$ cat config.mk
export PLATFORM = sky130hd
export DESIGN_NAME = aucohl_sdm_dac
export DESIGN_NICKNAME = d
export VERILOG_FILES = /design/src/rtl/aucohl_sdm_dac_pkg.sv /design/src/rtl/aucohl_sdm1.sv /design/src/rtl/aucohl_sdm_dac.sv
export SDC_FILE = /design/constraint.sdc
export NUM_CORES = 1
export LEC_CHECK = 0
export ABC_AREA = 1
export CAP_MARGIN = 20
export CORE_UTILIZATION = 50
export DETAILED_ROUTE_END_ITERATION = 10
export GPL_TIMING_DRIVEN = 0
export PLACE_DENSITY = 0.83
export SETUP_SLACK_MARGIN = 0.05
export SLEW_MARGIN = 10
export SYNTH_ARGS = -nofsm -noshare
export SYNTH_HDL_FRONTEND = slang
export SYNTH_SLANG_ARGS = --single-unit
$ cat constraint.sdc
create_clock -name clk -period 3.25 [get_ports clk]
set_input_delay 0.65 -clock clk [delete_from_list [all_inputs] [get_ports clk]]
set_output_delay 0.65 -clock clk [all_outputs]
set_load 0.01 [all_outputs]
$ cat src/rtl/aucohl_sdm_dac_pkg.sv
// Shared types for the first-order sigma-delta DAC controller.
// State encodings are fixed so debug taps read the same values across the codebase.
package aucohl_sdm_dac_pkg;

    typedef enum logic [1:0] {
        SDM_IDLE  = 2'd0,
        SDM_PRIME = 2'd1,
        SDM_RUN   = 2'd2
    } sdm_state_e;

endpackage

$ cat src/rtl/aucohl_sdm1.sv
// First-order sigma-delta core: SIZE-bit accumulator whose carry-out is the registered density bit.
// clr zeroes both the accumulator and the output bit; step advances one modulator tick.
module aucohl_sdm1 #(
    parameter int SIZE = 8
) (
    input  logic            clk,
    input  logic            rst_n,
    input  logic            clr,
    input  logic            step,
    input  logic [SIZE-1:0] x,
    output logic            dout
);

    logic [SIZE-1:0] acc;
    logic [SIZE:0]   sum;

    assign sum = {1'b0, acc} + {1'b0, x};

    always_ff @(posedge clk or negedge rst_n) begin
        if (!rst_n) begin
            acc  <= '0;
            dout <= 1'b0;
        end else if (clr) begin
            acc  <= '0;
            dout <= 1'b0;
        end else if (step) begin
            acc  <= sum[SIZE-1:0];
            dout <= sum[SIZE];
        end
    end

endmodule

$ cat src/rtl/aucohl_sdm_dac.sv
// Sigma-delta DAC controller: buffers one sample from a valid/ready stream and
// modulates each sample for (osr+1) ticks of a (clk_div+1)-clock tick period.
module aucohl_sdm_dac
    import aucohl_sdm_dac_pkg::*;
#(
    parameter int SIZE = 8,
    parameter int W    = 8
) (
    input  logic            clk,
    input  logic            rst_n,
    input  logic            en,
    input  logic [W-1:0]    clk_div,
    input  logic [W-1:0]    osr,
    input  logic [SIZE-1:0] s_data,
    input  logic            s_valid,
    output logic            s_ready,
    output logic            dout,
    output logic            underrun,
    output logic            active
);

    sdm_state_e      state, state_nx;
    logic [SIZE-1:0] nxt, cur;
    logic            nxt_valid;
    logic [W-1:0]    tick_ctr, smp_ctr;
    logic            tick, boundary, mod_step, mod_clr;

    assign tick     = (tick_ctr == '0);
    assign boundary = tick && (smp_ctr == '0);

    always_ff @(posedge clk or negedge rst_n) begin
        if (!rst_n) state <= SDM_IDLE;
        else        state <= state_nx;
    end

    always_comb begin
        state_nx = state;
        if (!en) begin
            state_nx = SDM_IDLE;
        end else begin
            case (state)
                SDM_IDLE:  state_nx = SDM_PRIME;
                SDM_PRIME: if (nxt_valid) state_nx = SDM_RUN;
                SDM_RUN:   state_nx = SDM_RUN;
                default:   state_nx = SDM_IDLE;
            endcase
        end
    end

    always_comb begin
        active  = (state == SDM_RUN);
        s_ready = en && (state != SDM_IDLE) && !nxt_valid;
    end

    // The accumulator only runs in RUN; every other state (and en=0) holds it at zero,
    // which gives the clean start on RUN entry.
    assign mod_step = en && (state == SDM_RUN) && tick;
    assign mod_clr  = !en || (state != SDM_RUN);

    always_ff @(posedge clk or negedge rst_n) begin
        if (!rst_n) begin
            nxt       <= '0;
            nxt_valid <= 1'b0;
            cur       <= '0;
            tick_ctr  <= '0;
            smp_ctr   <= '0;
            underrun  <= 1'b0;
        end else begin
            underrun <= 1'b0;
            if (!en) begin
                nxt_valid <= 1'b0;
            end else begin
                // s_ready excludes nxt_valid, so a load here never races a consume below.
                if (s_valid && s_ready) begin
                    nxt       <= s_data;
                    nxt_valid <= 1'b1;
                end
                case (state)
                    SDM_PRIME: begin
                        if (nxt_valid) begin
                            cur       <= nxt;
                            nxt_valid <= 1'b0;
                            tick_ctr  <= '0;
                            smp_ctr   <= osr;
                        end
                    end
                    SDM_RUN: begin
                        if (tick) begin
                            tick_ctr <= clk_div;
                            if (boundary) begin
                                smp_ctr <= osr;
                                if (nxt_valid) begin
                                    cur       <= nxt;
                                    nxt_valid <= 1'b0;
                                end else begin
                                    underrun <= 1'b1;
                                end
                            end else begin
                                smp_ctr <= smp_ctr - W'(1);
                            end
                        end else begin
                            tick_ctr <= tick_ctr - W'(1);
                        end
                    end
                    default: ;
                endcase
            end
        end
    end

    aucohl_sdm1 #(.SIZE(SIZE)) u_sdm1 (
        .clk   (clk),
        .rst_n (rst_n),
        .clr   (mod_clr),
        .step  (mod_step),
        .x     (cur),
        .dout  (dout)
    );

endmodule

# Yosys cells after proc, flatten, opt, wreduce, memory -nomap -nowiden
# Cells that the tools add are included.
totals:
  out_inout_bits: 4
  word_cells: 67
  input_bits: 28
  regBits: 45
classes:
  reduce_logical: 19
  muxes: 29
  n_eq_ne: 7
  addsub: 3
ops:
  columns: ["op", "n"]
  rows:
  - ["$mux 8", 10]
  - ["$pmux 8 s2", 3]
  - ["$logic_not 8->1", 2]
  - ["$sub 8x1->8 const B", 2]
  - ["$mux 1", 12]
  - ["$add 8x8->9", 1]
  - ["$reduce_and 4->1", 2]
  - ["$logic_and 1x1->1", 6]
  - ["$pmux 2 s3", 1]
  - ["$reduce_bool 2->1", 3]
  - ["$mux 2", 2]
  - ["$ne 2x1->1 const B", 2]
  - ["$ne 2x2->1 const B", 2]
  - ["$ne 3x3->1 const B", 1]
  - ["$reduce_and 3->1", 1]
  - ["$eq 2x1->1 const B", 1]
  - ["$eq 2x2->1 const B", 1]
  - ["$logic_not 1->1", 2]
  - ["$logic_not 2->1", 1]
  - ["$pmux 1 s2", 1]
  - ["$reduce_and 2->1", 1]
  - ["$logic_or 1x1->1", 1]

# Depth between registers and ports, before layout
# Gate-level depths: netlist of run 1.
depth:
  depth_word: 10
  depth_mapped: 10
  mapped_depth_nobuf: 9

# Cells and area by module
# From an unflattened synthesis of run 1, not the netlist that was laid out.
hier_totals:
  cells_unflattened: 358
  area_unflattened_um2: 2785.2
modules_own_cells:
  columns: ["mod", "area_each_um2", "instances", "cells_each"]
  rows:
  - ["aucohl_sdm_dac", 2092.0, 1, 267]
  - ["aucohl_sdm1", 693.2, 1, 91]

# Worst setup path after synthesis of run 1
# Ideal clock, no wire load.
synth_timing:
  kind: "register -> register"
  from: "register cur[0]"
  to: "register u_sdm1.dout"
  period_less_slack_ps: 1584
  t_arrival_ps: 1461
  path_slack_ps: 1666
  path_stages_with_launch: 8
  path_buffers: 0
  setup_time_ps: 123
  path_cell_list: "dfrtp_1 -> ha_1 -> fa_1 -> nand3_1 -> nand2_1 -> nor3b_1 -> o21ai_0 -> nand2_1"
synth_via:
  elab_chain_cells: 3
synth_rtl:
  columns: ["element", "line_no", "rtl"]
  rows:
  - ["start, declared", "aucohl_sdm_dac.sv:23", "logic [SIZE-1:0] nxt, cur;"]
  - ["start signal, assigned", "aucohl_sdm_dac.sv:81", "cur <= nxt;"]
  - ["start signal, assigned", "aucohl_sdm_dac.sv:93", "cur <= nxt;"]
  - ["$add 8x8->9", "aucohl_sdm1.sv:17", "assign sum = {1'b0, acc} + {1'b0, x};"]
  - ["$mux 1", "aucohl_sdm1.sv:26", "end else if (step) begin"]
  - ["$mux 1", "aucohl_sdm1.sv:23", "end else if (clr) begin"]
  - ["end signal, assigned", "aucohl_sdm1.sv:28", "dout <= sum[SIZE];"]
  - ["end, declared", "aucohl_sdm1.sv:11", "output logic dout"]
# No other way between the ends. The select of a mux whose other input is x is not followed.
# A chain may end at the register's enable or synchronous reset.

# Worst setup path in the final report of run 1
layout_timing:
  from: "input en"
  to: "output s_ready"
layout_via:
  elab_chain_cells: 2
layout_rtl:
  columns: ["element", "line_no", "rtl"]
  rows:
  - ["start, declared", "aucohl_sdm_dac.sv:11", "input logic en,"]
  - ["$logic_and 1x1->1 (2 in a row)", "aucohl_sdm_dac.sv:52", "s_ready = en && (state != SDM_IDLE) && !nxt_valid;"]
  - ["end, declared", "aucohl_sdm_dac.sv:16", "output logic s_ready,"]
# No other way between the ends.

==> impl_metrics.prom, run 1 <==
# TYPE chip_impl_metric gauge
chip_impl_info{name="worst_hold_path_type",value="input port to async pin"} 1
chip_impl_metric{name="clock_insertion_delay_worst_skew",unit="ps"} 310
chip_impl_metric{name="total_iterations_of_the_first_detailed_routing_run",unit=""} 4
chip_impl_info{name="critical_path.endpoint_type",value="primary output"} 1
chip_impl_metric{name="synthesis.area_per_instance",unit="sq um"} 8.00
chip_impl_metric{name="fraction_of_synthesized_cell_area_in_xor_and_xnor_cells",unit="%"} 1.92
chip_impl_metric{name="setup_tns_final",unit="ps"} 0
chip_impl_info{name="clock-root-buffer",value="clkbuf_8"} 1
chip_impl_metric{name="tightest_hold_margin",unit="ps"} 228
chip_impl_info{name="worst_path_most_repeated_cell",value="clkdlybuf4s50_1"} 1
chip_impl_metric{name="grt_residual_overflow",unit=""} 0
chip_impl_metric{name="clock_sinks",unit=""} 45
chip_impl_info{name="most_frequent_cells_after_synthesis",value="nand2_1, dfrtp_1, inv_1, nor2_1, nand3_1"} 1
chip_impl_metric{name="layout-area-overhead-vs-synth",unit="%"} 18.5
chip_impl_info{name="path_cells",value="clkdlybuf4s50_1 > nand2_1 > nor2_1 > clkdlybuf4s50_1"} 1
chip_impl_metric{name="n_antenna_cell",unit=""} 0
chip_impl_metric{name="grt_start_max_net_pins",unit=""} 34
chip_impl_metric{name="pwr_density_cell",unit="nW/um^2"} 814
chip_impl_metric{name="yosysUniqueCellTypes",unit=""} 36
chip_impl_metric{name="critPathBufInv",unit=""} 2
chip_impl_info{name="worstSetupPathType",value="input port to primary output"} 1
chip_impl_info{name="critical-path-top-delay-family",value="buffers and inverters"} 1
chip_impl_metric{name="vdd_drop_max",unit="mV"} 0.447
chip_impl_metric{name="clock_buffers_created_by_tritoncts",unit=""} 5
chip_impl_metric{name="gpl.final_weighted_congestion",unit=""} 0.868
chip_impl_metric{name="cts.htree.levels",unit=""} 2
chip_impl_metric{name="design.die.area",unit="sq um"} 5770
chip_impl_metric{name="post_synth_mux_area_share",unit="%"} 0
chip_impl_metric{name="worst-endpoint-required",unit="ps"} 2600
chip_impl_info{name="combinational_family_with_the_most_area_after_synthesis",value="simple AND/OR/NAND/NOR gates"} 1
chip_impl_metric{name="post_synth_fa_ha_maj_area_fraction",unit="%"} 7.59
chip_impl_metric{name="io_pins",unit=""} 32
chip_impl_metric{name="power_report.internal_total",unit="W"} 0.00143
chip_impl_metric{name="placementRows",unit=""} 26
chip_impl_info{name="timing.rr.start",value="tick_ctr[0]"} 1
chip_impl_metric{name="timing.critical_path.fanout_max",unit=""} 7
chip_impl_metric{name="p_leak",unit="nW"} 1.64
chip_impl_metric{name="min_period_over_period",unit="%"} 82.6
chip_impl_metric{name="clk_pin_slew_worst_paths",unit="ps"} 90
chip_impl_metric{name="post_detailed_routing_wire_length",unit="um"} 5640
chip_impl_metric{name="cts.repair.resized",unit=""} 0
chip_impl_metric{name="timing_hold_violations_final",unit=""} 0
chip_impl_info{name="critical_path_startpoint_category",value="input port"} 1
chip_impl_metric{name="shortest_period_the_worst_path_allows",unit="ps"} 2690
chip_impl_metric{name="final_nets",unit=""} 425
chip_impl_metric{name="grt_pass1_vias",unit=""} 2358
chip_impl_info{name="netlist_top_cells_area",value="dfrtp_1, nand2_1, ha_1, inv_1, nand3_1"} 1
chip_impl_metric{name="grt_antenna_before_repair",unit=""} 0
chip_impl_metric{name="ys_async_sr_fraction",unit="%"} 100
chip_impl_metric{name="postSynthCellCount",unit=""} 342
chip_impl_metric{name="setup_viol",unit=""} 0
chip_impl_metric{name="routed_len_inst",unit="um"} 12.5
chip_impl_info{name="cts_tree",value="yes"} 1
chip_impl_metric{name="worstRegToRegCells",unit=""} 10
chip_impl_metric{name="drt_iter0_markers",unit=""} 128
chip_impl_metric{name="post-synth-top-area-fraction",unit="%"} 41.2
chip_impl_metric{name="max_freq",unit="MHz"} 372
chip_impl_metric{name="start_util",unit="%"} 52.6
chip_impl_metric{name="power.switching",unit="W"} 0.00120
chip_impl_metric{name="synth-seq-area-share",unit="%"} 41.2
chip_impl_metric{name="number_of_post_cts_setup_repair_buffers",unit=""} 0
chip_impl_metric{name="slew_violations",unit=""} 0
chip_impl_metric{name="crit_path_max_incr_delay",unit="ps"} 610
chip_impl_metric{name="rrSetupSlack",unit="ps"} 1490
chip_impl_metric{name="final_antenna_net_count",unit=""} 0
chip_impl_metric{name="ys_warn_count",unit=""} 0
chip_impl_info{name="synth_flop_cell",value="dfrtp_1"} 1
chip_impl_metric{name="numPortBuffers",unit=""} 31
chip_impl_metric{name="timing.slew.headroom",unit="%"} 74.4
chip_impl_metric{name="power.share.sequential",unit="%"} 34.8
chip_impl_metric{name="post-dp-hpwl",unit="um"} 4220
chip_impl_metric{name="synth_simple_gate_area_share",unit="%"} 29.3
chip_impl_metric{name="cts_max_path_buffers",unit=""} 2
chip_impl_metric{name="number_of_violations_of_the_max_capacitance_limit",unit=""} 0
chip_impl_metric{name="worst_ep_arrival_time",unit="ps"} 2040
chip_impl_metric{name="remaining_drc_errors",unit=""} 0
chip_impl_metric{name="cts_hold_buf",unit=""} 0
chip_impl_metric{name="drive_above_1_share",unit="%"} 10.5
chip_impl_metric{name="postSynthNetCount",unit=""} 386
chip_impl_metric{name="grt_use_total",unit="%"} 21.3
chip_impl_metric{name="tightest_slew",unit="ps"} 383
chip_impl_metric{name="first_pass_grt_wire_length",unit="um"} 10000
chip_impl_metric{name="share_comb_of_total_power",unit="%"} 51.0
chip_impl_info{name="crit-reg2reg-capture",value="cur[5]"} 1
chip_impl_metric{name="p_clk_share",unit="%"} 14.2
chip_impl_info{name="rsz0062_at_grt",value="false"} 1
chip_impl_metric{name="synth_seq_cells",unit=""} 45
chip_impl_info{name="synth_area_leader_cell",value="dfrtp_1"} 1
chip_impl_metric{name="design.core.area",unit="sq um"} 5200
chip_impl_info{name="synth.most_common_cell",value="nand2_1"} 1
chip_impl_metric{name="swShare",unit="%"} 45.6
chip_impl_metric{name="die_width",unit="um"} 76.0
chip_impl_metric{name="mappedNetlistArea",unit="sq um"} 2740
chip_impl_info{name="outcome",value="completed"} 1
chip_impl_metric{name="detailroute.via_count",unit=""} 2341
chip_impl_metric{name="synth-edff-count",unit=""} 0
chip_impl_metric{name="die-height",unit="um"} 76.0
chip_impl_metric{name="drt-vias-per-instance",unit=""} 5.18
chip_impl_metric{name="worst_clock_skew",unit="ps"} 8.77
chip_impl_metric{name="synth_compound_area_share",unit="%"} 12.8
chip_impl_info{name="critical_path.slowest_cell",value="clkdlybuf4s50_1"} 1
-- stage by stage --
stage               utilization [%]  total power (W)  cells  cell area [sq um]  setup slack [ps]
detailed placement             60.5          0.00226    444               3150               553
global placement               60.2          0.00219    443               3130               248
global route                   62.3          0.00288    452               3240               489
finish                         62.3          0.00264    452               3240               565
floorplan                         -          0.00194    342               2740              1670
CTS                            62.3          0.00265    452               3240               553
-- power groups by stage --
stage	combinational, W	sequential (W)	clock [W]
after floorplan	0.00106	0.000883	0
after global placement	0.00128	0.000913	0
after detailed placement	0.00134	0.000923	0
after CTS	0.00135	0.000914	0.000384
after global routing	0.00153	0.000942	0.000405
final	0.00135	0.000920	0.000374
-- metal layers --
layer  track usage (%)  wire length, um  vias to the layer above
li1                  -                -                     1185
met1              25.4             2600                     1104
met2              37.9             2760                       42
met3              4.43              194                       10
met4              7.31               82                        0
met5                 0                0                        -
-- cell usage in the layout, fill, tap and decap left out, types with 3 or more instances in the layout --
cell	instances
xor2_1	5
inv_1	41
ha_1	15
o21ai_0	21
a21oi_1	21
clkbuf_8	5
nor2_4	3
nand2_1	86
buf_2	3
nor2_1	30
o21ai_2	8
clkdlybuf4s50_1	30
dfrtp_1	45
nand4_1	5
nor2_2	3
or2_2	3
nand2_2	3
nand3_1	26
-- sequential cells by signal, indices dropped and copies added (netlist names) --
signal       cells
nxt              8
nxt_valid        1
state            2
tick_ctr         8
smp_ctr          8
u_sdm1.dout      1
underrun         1
cur              8
u_sdm1.acc       8
-- worst max-delay path by stage --
stage / start / end / cells after the start
floorplan: cur[0] / u_sdm1.dout / 7
global placement: rst_n / nxt[7] / 1
detailed placement: en / s_ready / 4
global route: en / s_ready / 4
CTS: en / s_ready / 4
finish: en / s_ready / 4
-- cells by family (layout without fill, tap and decap cells) --
kind of cell | Yosys count | after routing
AOI/OAI and AO/OA | 60 | 60
adders and majority gates | 16 | 16
DFF | 45 | 45
and+or+nand+nor | 168 | 168
xor gates and xnor gates | 6 | 6
buffers and inverters | 47 | 87
-- cell type report --
class,count,area (sq um)
Clock buffer,5,68.8
Fill cell,457,1960
Clock inverter,3,25.0
Inverter,42,158
Buffer,5,40.0
Timing Repair Buffer,32,325
Multi-Input combinational cell,250,1410
Tap cell,70,87.6
Sequential cell,45,1130
Power figures use the tool's default switching activity.
==> run 2: changes to the inputs <==
Clock period 3.25 ns to 2.75 ns, I/O delays scaled along.
==> results of run 2 <==
The final DEF is identical to that of run 1. Status: completed.
Among the figures that moved: setup slack after placement 553 ps -> 253 ps; setup slack after layout 565 ps -> 265 ps; hold slack 228 ps -> 128 ps; register-to-register setup slack 1490 ps -> 990 ps; total power 0.00264 W -> 0.00312 W; worst IR drop on VDD 0.447 mV -> 0.529 mV
==> run 3: changes to the inputs <==
==> constraint.sdc (replaced) <==
create_clock -name clk -period 2.75 [get_ports clk]
set_input_delay 0.4125 -clock clk [delete_from_list [all_inputs] [get_ports clk]]
set_output_delay 0.4125 -clock clk [all_outputs]
set_load 0.01 [all_outputs]
==> impl_metrics.prom, run 3 (synthesis results as in run 1) <==
# TYPE chip_impl_metric gauge
chip_impl_info{name="outcome",value="completed"} 1
chip_impl_metric{name="cts_hold_buf",unit=""} 1
chip_impl_metric{name="detailroute.via_count",unit=""} 2337
chip_impl_metric{name="post-dp-hpwl",unit="um"} 4220
chip_impl_metric{name="grt_residual_overflow",unit=""} 0
chip_impl_metric{name="placementRows",unit=""} 26
chip_impl_metric{name="worst_ep_arrival_time",unit="ps"} 1800
chip_impl_metric{name="total_iterations_of_the_first_detailed_routing_run",unit=""} 4
chip_impl_metric{name="worst-endpoint-required",unit="ps"} 2340
chip_impl_metric{name="final_antenna_net_count",unit=""} 0
chip_impl_metric{name="design_area",unit="sq um"} 3250
chip_impl_metric{name="n_antenna_cell",unit=""} 0
chip_impl_metric{name="number_of_post_cts_setup_repair_buffers",unit=""} 0
chip_impl_metric{name="report.power.total",unit="W"} 0.00312
chip_impl_metric{name="drt-vias-per-instance",unit=""} 5.16
chip_impl_metric{name="design.die.area",unit="sq um"} 5770
chip_impl_metric{name="grt_pass1_vias",unit=""} 2358
chip_impl_metric{name="cts.repair.resized",unit=""} 0
chip_impl_metric{name="cts_max_path_buffers",unit=""} 2
chip_impl_metric{name="worstRegToRegCells",unit=""} 10
chip_impl_info{name="critical_path_startpoint_category",value="input port"} 1
chip_impl_metric{name="clock_insertion_delay_worst_skew",unit="ps"} 310
chip_impl_metric{name="first_pass_grt_wire_length",unit="um"} 10000
chip_impl_metric{name="setup_viol",unit=""} 0
chip_impl_metric{name="slew_violations",unit=""} 0
chip_impl_metric{name="power_report.internal_total",unit="W"} 0.00170
chip_impl_info{name="worstSetupPathType",value="input port to primary output"} 1
chip_impl_metric{name="routed_len_inst",unit="um"} 12.4
chip_impl_info{name="layout.cells.most_common",value="nand2_1"} 1
chip_impl_metric{name="io_pins",unit=""} 32
chip_impl_metric{name="timing.critical_path.fanout_max",unit=""} 7
chip_impl_metric{name="power.share.sequential",unit="%"} 34.9
chip_impl_metric{name="final_standard_cell_count_with_taps_included_and_fillers_excluded",unit=""} 453
chip_impl_metric{name="clock_sinks",unit=""} 45
chip_impl_info{name="rsz0062_at_grt",value="false"} 1
chip_impl_metric{name="swShare",unit="%"} 45.5
chip_impl_info{name="mostFrequentLayoutCells",value="nand2_1, dfrtp_1, inv_1"} 1
chip_impl_metric{name="p_leak",unit="nW"} 1.64
chip_impl_metric{name="drive_above_1_share",unit="%"} 10.4
chip_impl_info{name="cts_tree",value="yes"} 1
chip_impl_metric{name="worst_clock_skew",unit="ps"} 8.76
chip_impl_metric{name="postPlaceCellArea",unit="sq um"} 3150
chip_impl_metric{name="clk_pin_slew_worst_paths",unit="ps"} 100
chip_impl_metric{name="remaining_drc_errors",unit=""} 0
chip_impl_metric{name="grt_start_max_net_pins",unit=""} 34
chip_impl_info{name="hold_path_startpoint",value="u_sdm1.dout"} 1
chip_impl_metric{name="die-height",unit="um"} 76.0
chip_impl_metric{name="shortest_period_the_worst_path_allows",unit="ps"} 2210
chip_impl_metric{name="start_util",unit="%"} 52.6
chip_impl_metric{name="gpl.final_weighted_congestion",unit=""} 0.868
chip_impl_metric{name="min_period_over_period",unit="%"} 80.4
chip_impl_metric{name="share_comb_of_total_power",unit="%"} 50.9
chip_impl_info{name="worst_hold_path_type",value="register to register"} 1
chip_impl_metric{name="post_detailed_routing_wire_length",unit="um"} 5630
chip_impl_info{name="hold-path-endpoint",value="u_sdm1.dout"} 1
chip_impl_metric{name="number_of_violations_of_the_max_capacitance_limit",unit=""} 0
chip_impl_metric{name="placedCellCount",unit=""} 444
chip_impl_metric{name="rrSetupSlack",unit="ps"} 990
chip_impl_metric{name="drt_iter0_markers",unit=""} 114
chip_impl_metric{name="numPortBuffers",unit=""} 31
chip_impl_metric{name="vdd_drop_max",unit="mV"} 0.529
chip_impl_metric{name="setup_tns_final",unit="ps"} 0
chip_impl_metric{name="worst_hold_path.num_cells",unit=""} 2
chip_impl_metric{name="layout-area-overhead-vs-synth",unit="%"} 18.9
chip_impl_metric{name="clock_buffers_created_by_tritoncts",unit=""} 5
chip_impl_metric{name="tightest_slew",unit="ps"} 394
chip_impl_info{name="critical_path.endpoint_type",value="primary output"} 1
chip_impl_info{name="timing.rr.start",value="tick_ctr[0]"} 1
chip_impl_info{name="crit-reg2reg-capture",value="cur[5]"} 1
chip_impl_metric{name="worst_slack",unit="ps"} 540
chip_impl_metric{name="grt_antenna_before_repair",unit=""} 0
chip_impl_metric{name="die_width",unit="um"} 76.0
chip_impl_metric{name="preCtsSetupSlack",unit="ps"} 528
chip_impl_info{name="clock-root-buffer",value="clkbuf_8"} 1
chip_impl_metric{name="power.switching",unit="W"} 0.00142
chip_impl_metric{name="grt_use_total",unit="%"} 21.3
chip_impl_metric{name="timing_hold_violations_final",unit=""} 0
chip_impl_metric{name="final_nets",unit=""} 426
chip_impl_metric{name="pwr_density_cell",unit="nW/um^2"} 958
chip_impl_metric{name="design.core.area",unit="sq um"} 5200
chip_impl_metric{name="p_clk_share",unit="%"} 14.2
chip_impl_metric{name="max_freq",unit="MHz"} 452
chip_impl_metric{name="timing.slew.headroom",unit="%"} 73.7
chip_impl_metric{name="cts.htree.levels",unit=""} 2
## run 3: worst max path at each step
stage          startpoint          end  slack (ps)  depth (start not counted)
3_5_place_dp           en      s_ready         530                          4
4_1_cts                en      s_ready         530                          4
5_1_grt                en      s_ready         460                          4
3_3_place_gp        rst_n       nxt[7]         -10                          1
2_1_floorplan      cur[0]  u_sdm1.dout        1170                          7
6_report               en      s_ready         540                          4
## run 3: power by group through the flow
stage | logic, W | clock network (W) | registers, W
5_1_grt | 0.00181 | 0.000478 | 0.00111
3_5_place_dp | 0.00159 | 0 | 0.00109
4_1_cts | 0.00160 | 0.000453 | 0.00108
3_3_place_gp | 0.00151 | 0 | 0.00108
6_report | 0.00159 | 0.000442 | 0.00109
2_1_floorplan | 0.00125 | 0 | 0.00104
## run 3: stage by stage
stage	util (%)	hold slack (ps)
2_1_floorplan	-	117
3_3_place_gp	60.2	468
3_5_place_dp	60.5	335
4_1_cts	62.5	500
5_1_grt	62.5	531
6_report	62.5	497
## run 3: per-layer routing
metal / wire length [um] / share of wire [%] / GRT usage, % / vias up
met5: 0 / 0 / 0 / -
met4: 82 / 1.5 / 7.31 / 0
met3: 184 / 3.3 / 4.43 / 10
met2: 2790 / 49 / 37.9 / 46
met1: 2580 / 46 / 25.4 / 1096
li1: - / - / - / 1185
## run 3: final cells by class
type	instances	area, sq um
fill	456	1950
multi-input combinational	250	1410
clock inverter	3	25.0
tap	70	87.6
timing repair buffer	33	335
sequential	45	1130
clock buffer	5	68.8
inverter	42	158
buffer	5	40.0
## run 3: critical path, stage by stage
cell and delay, ps:
clkdlybuf4s50_1 610, nand2_1 80, nor2_1 140, clkdlybuf4s50_1 560
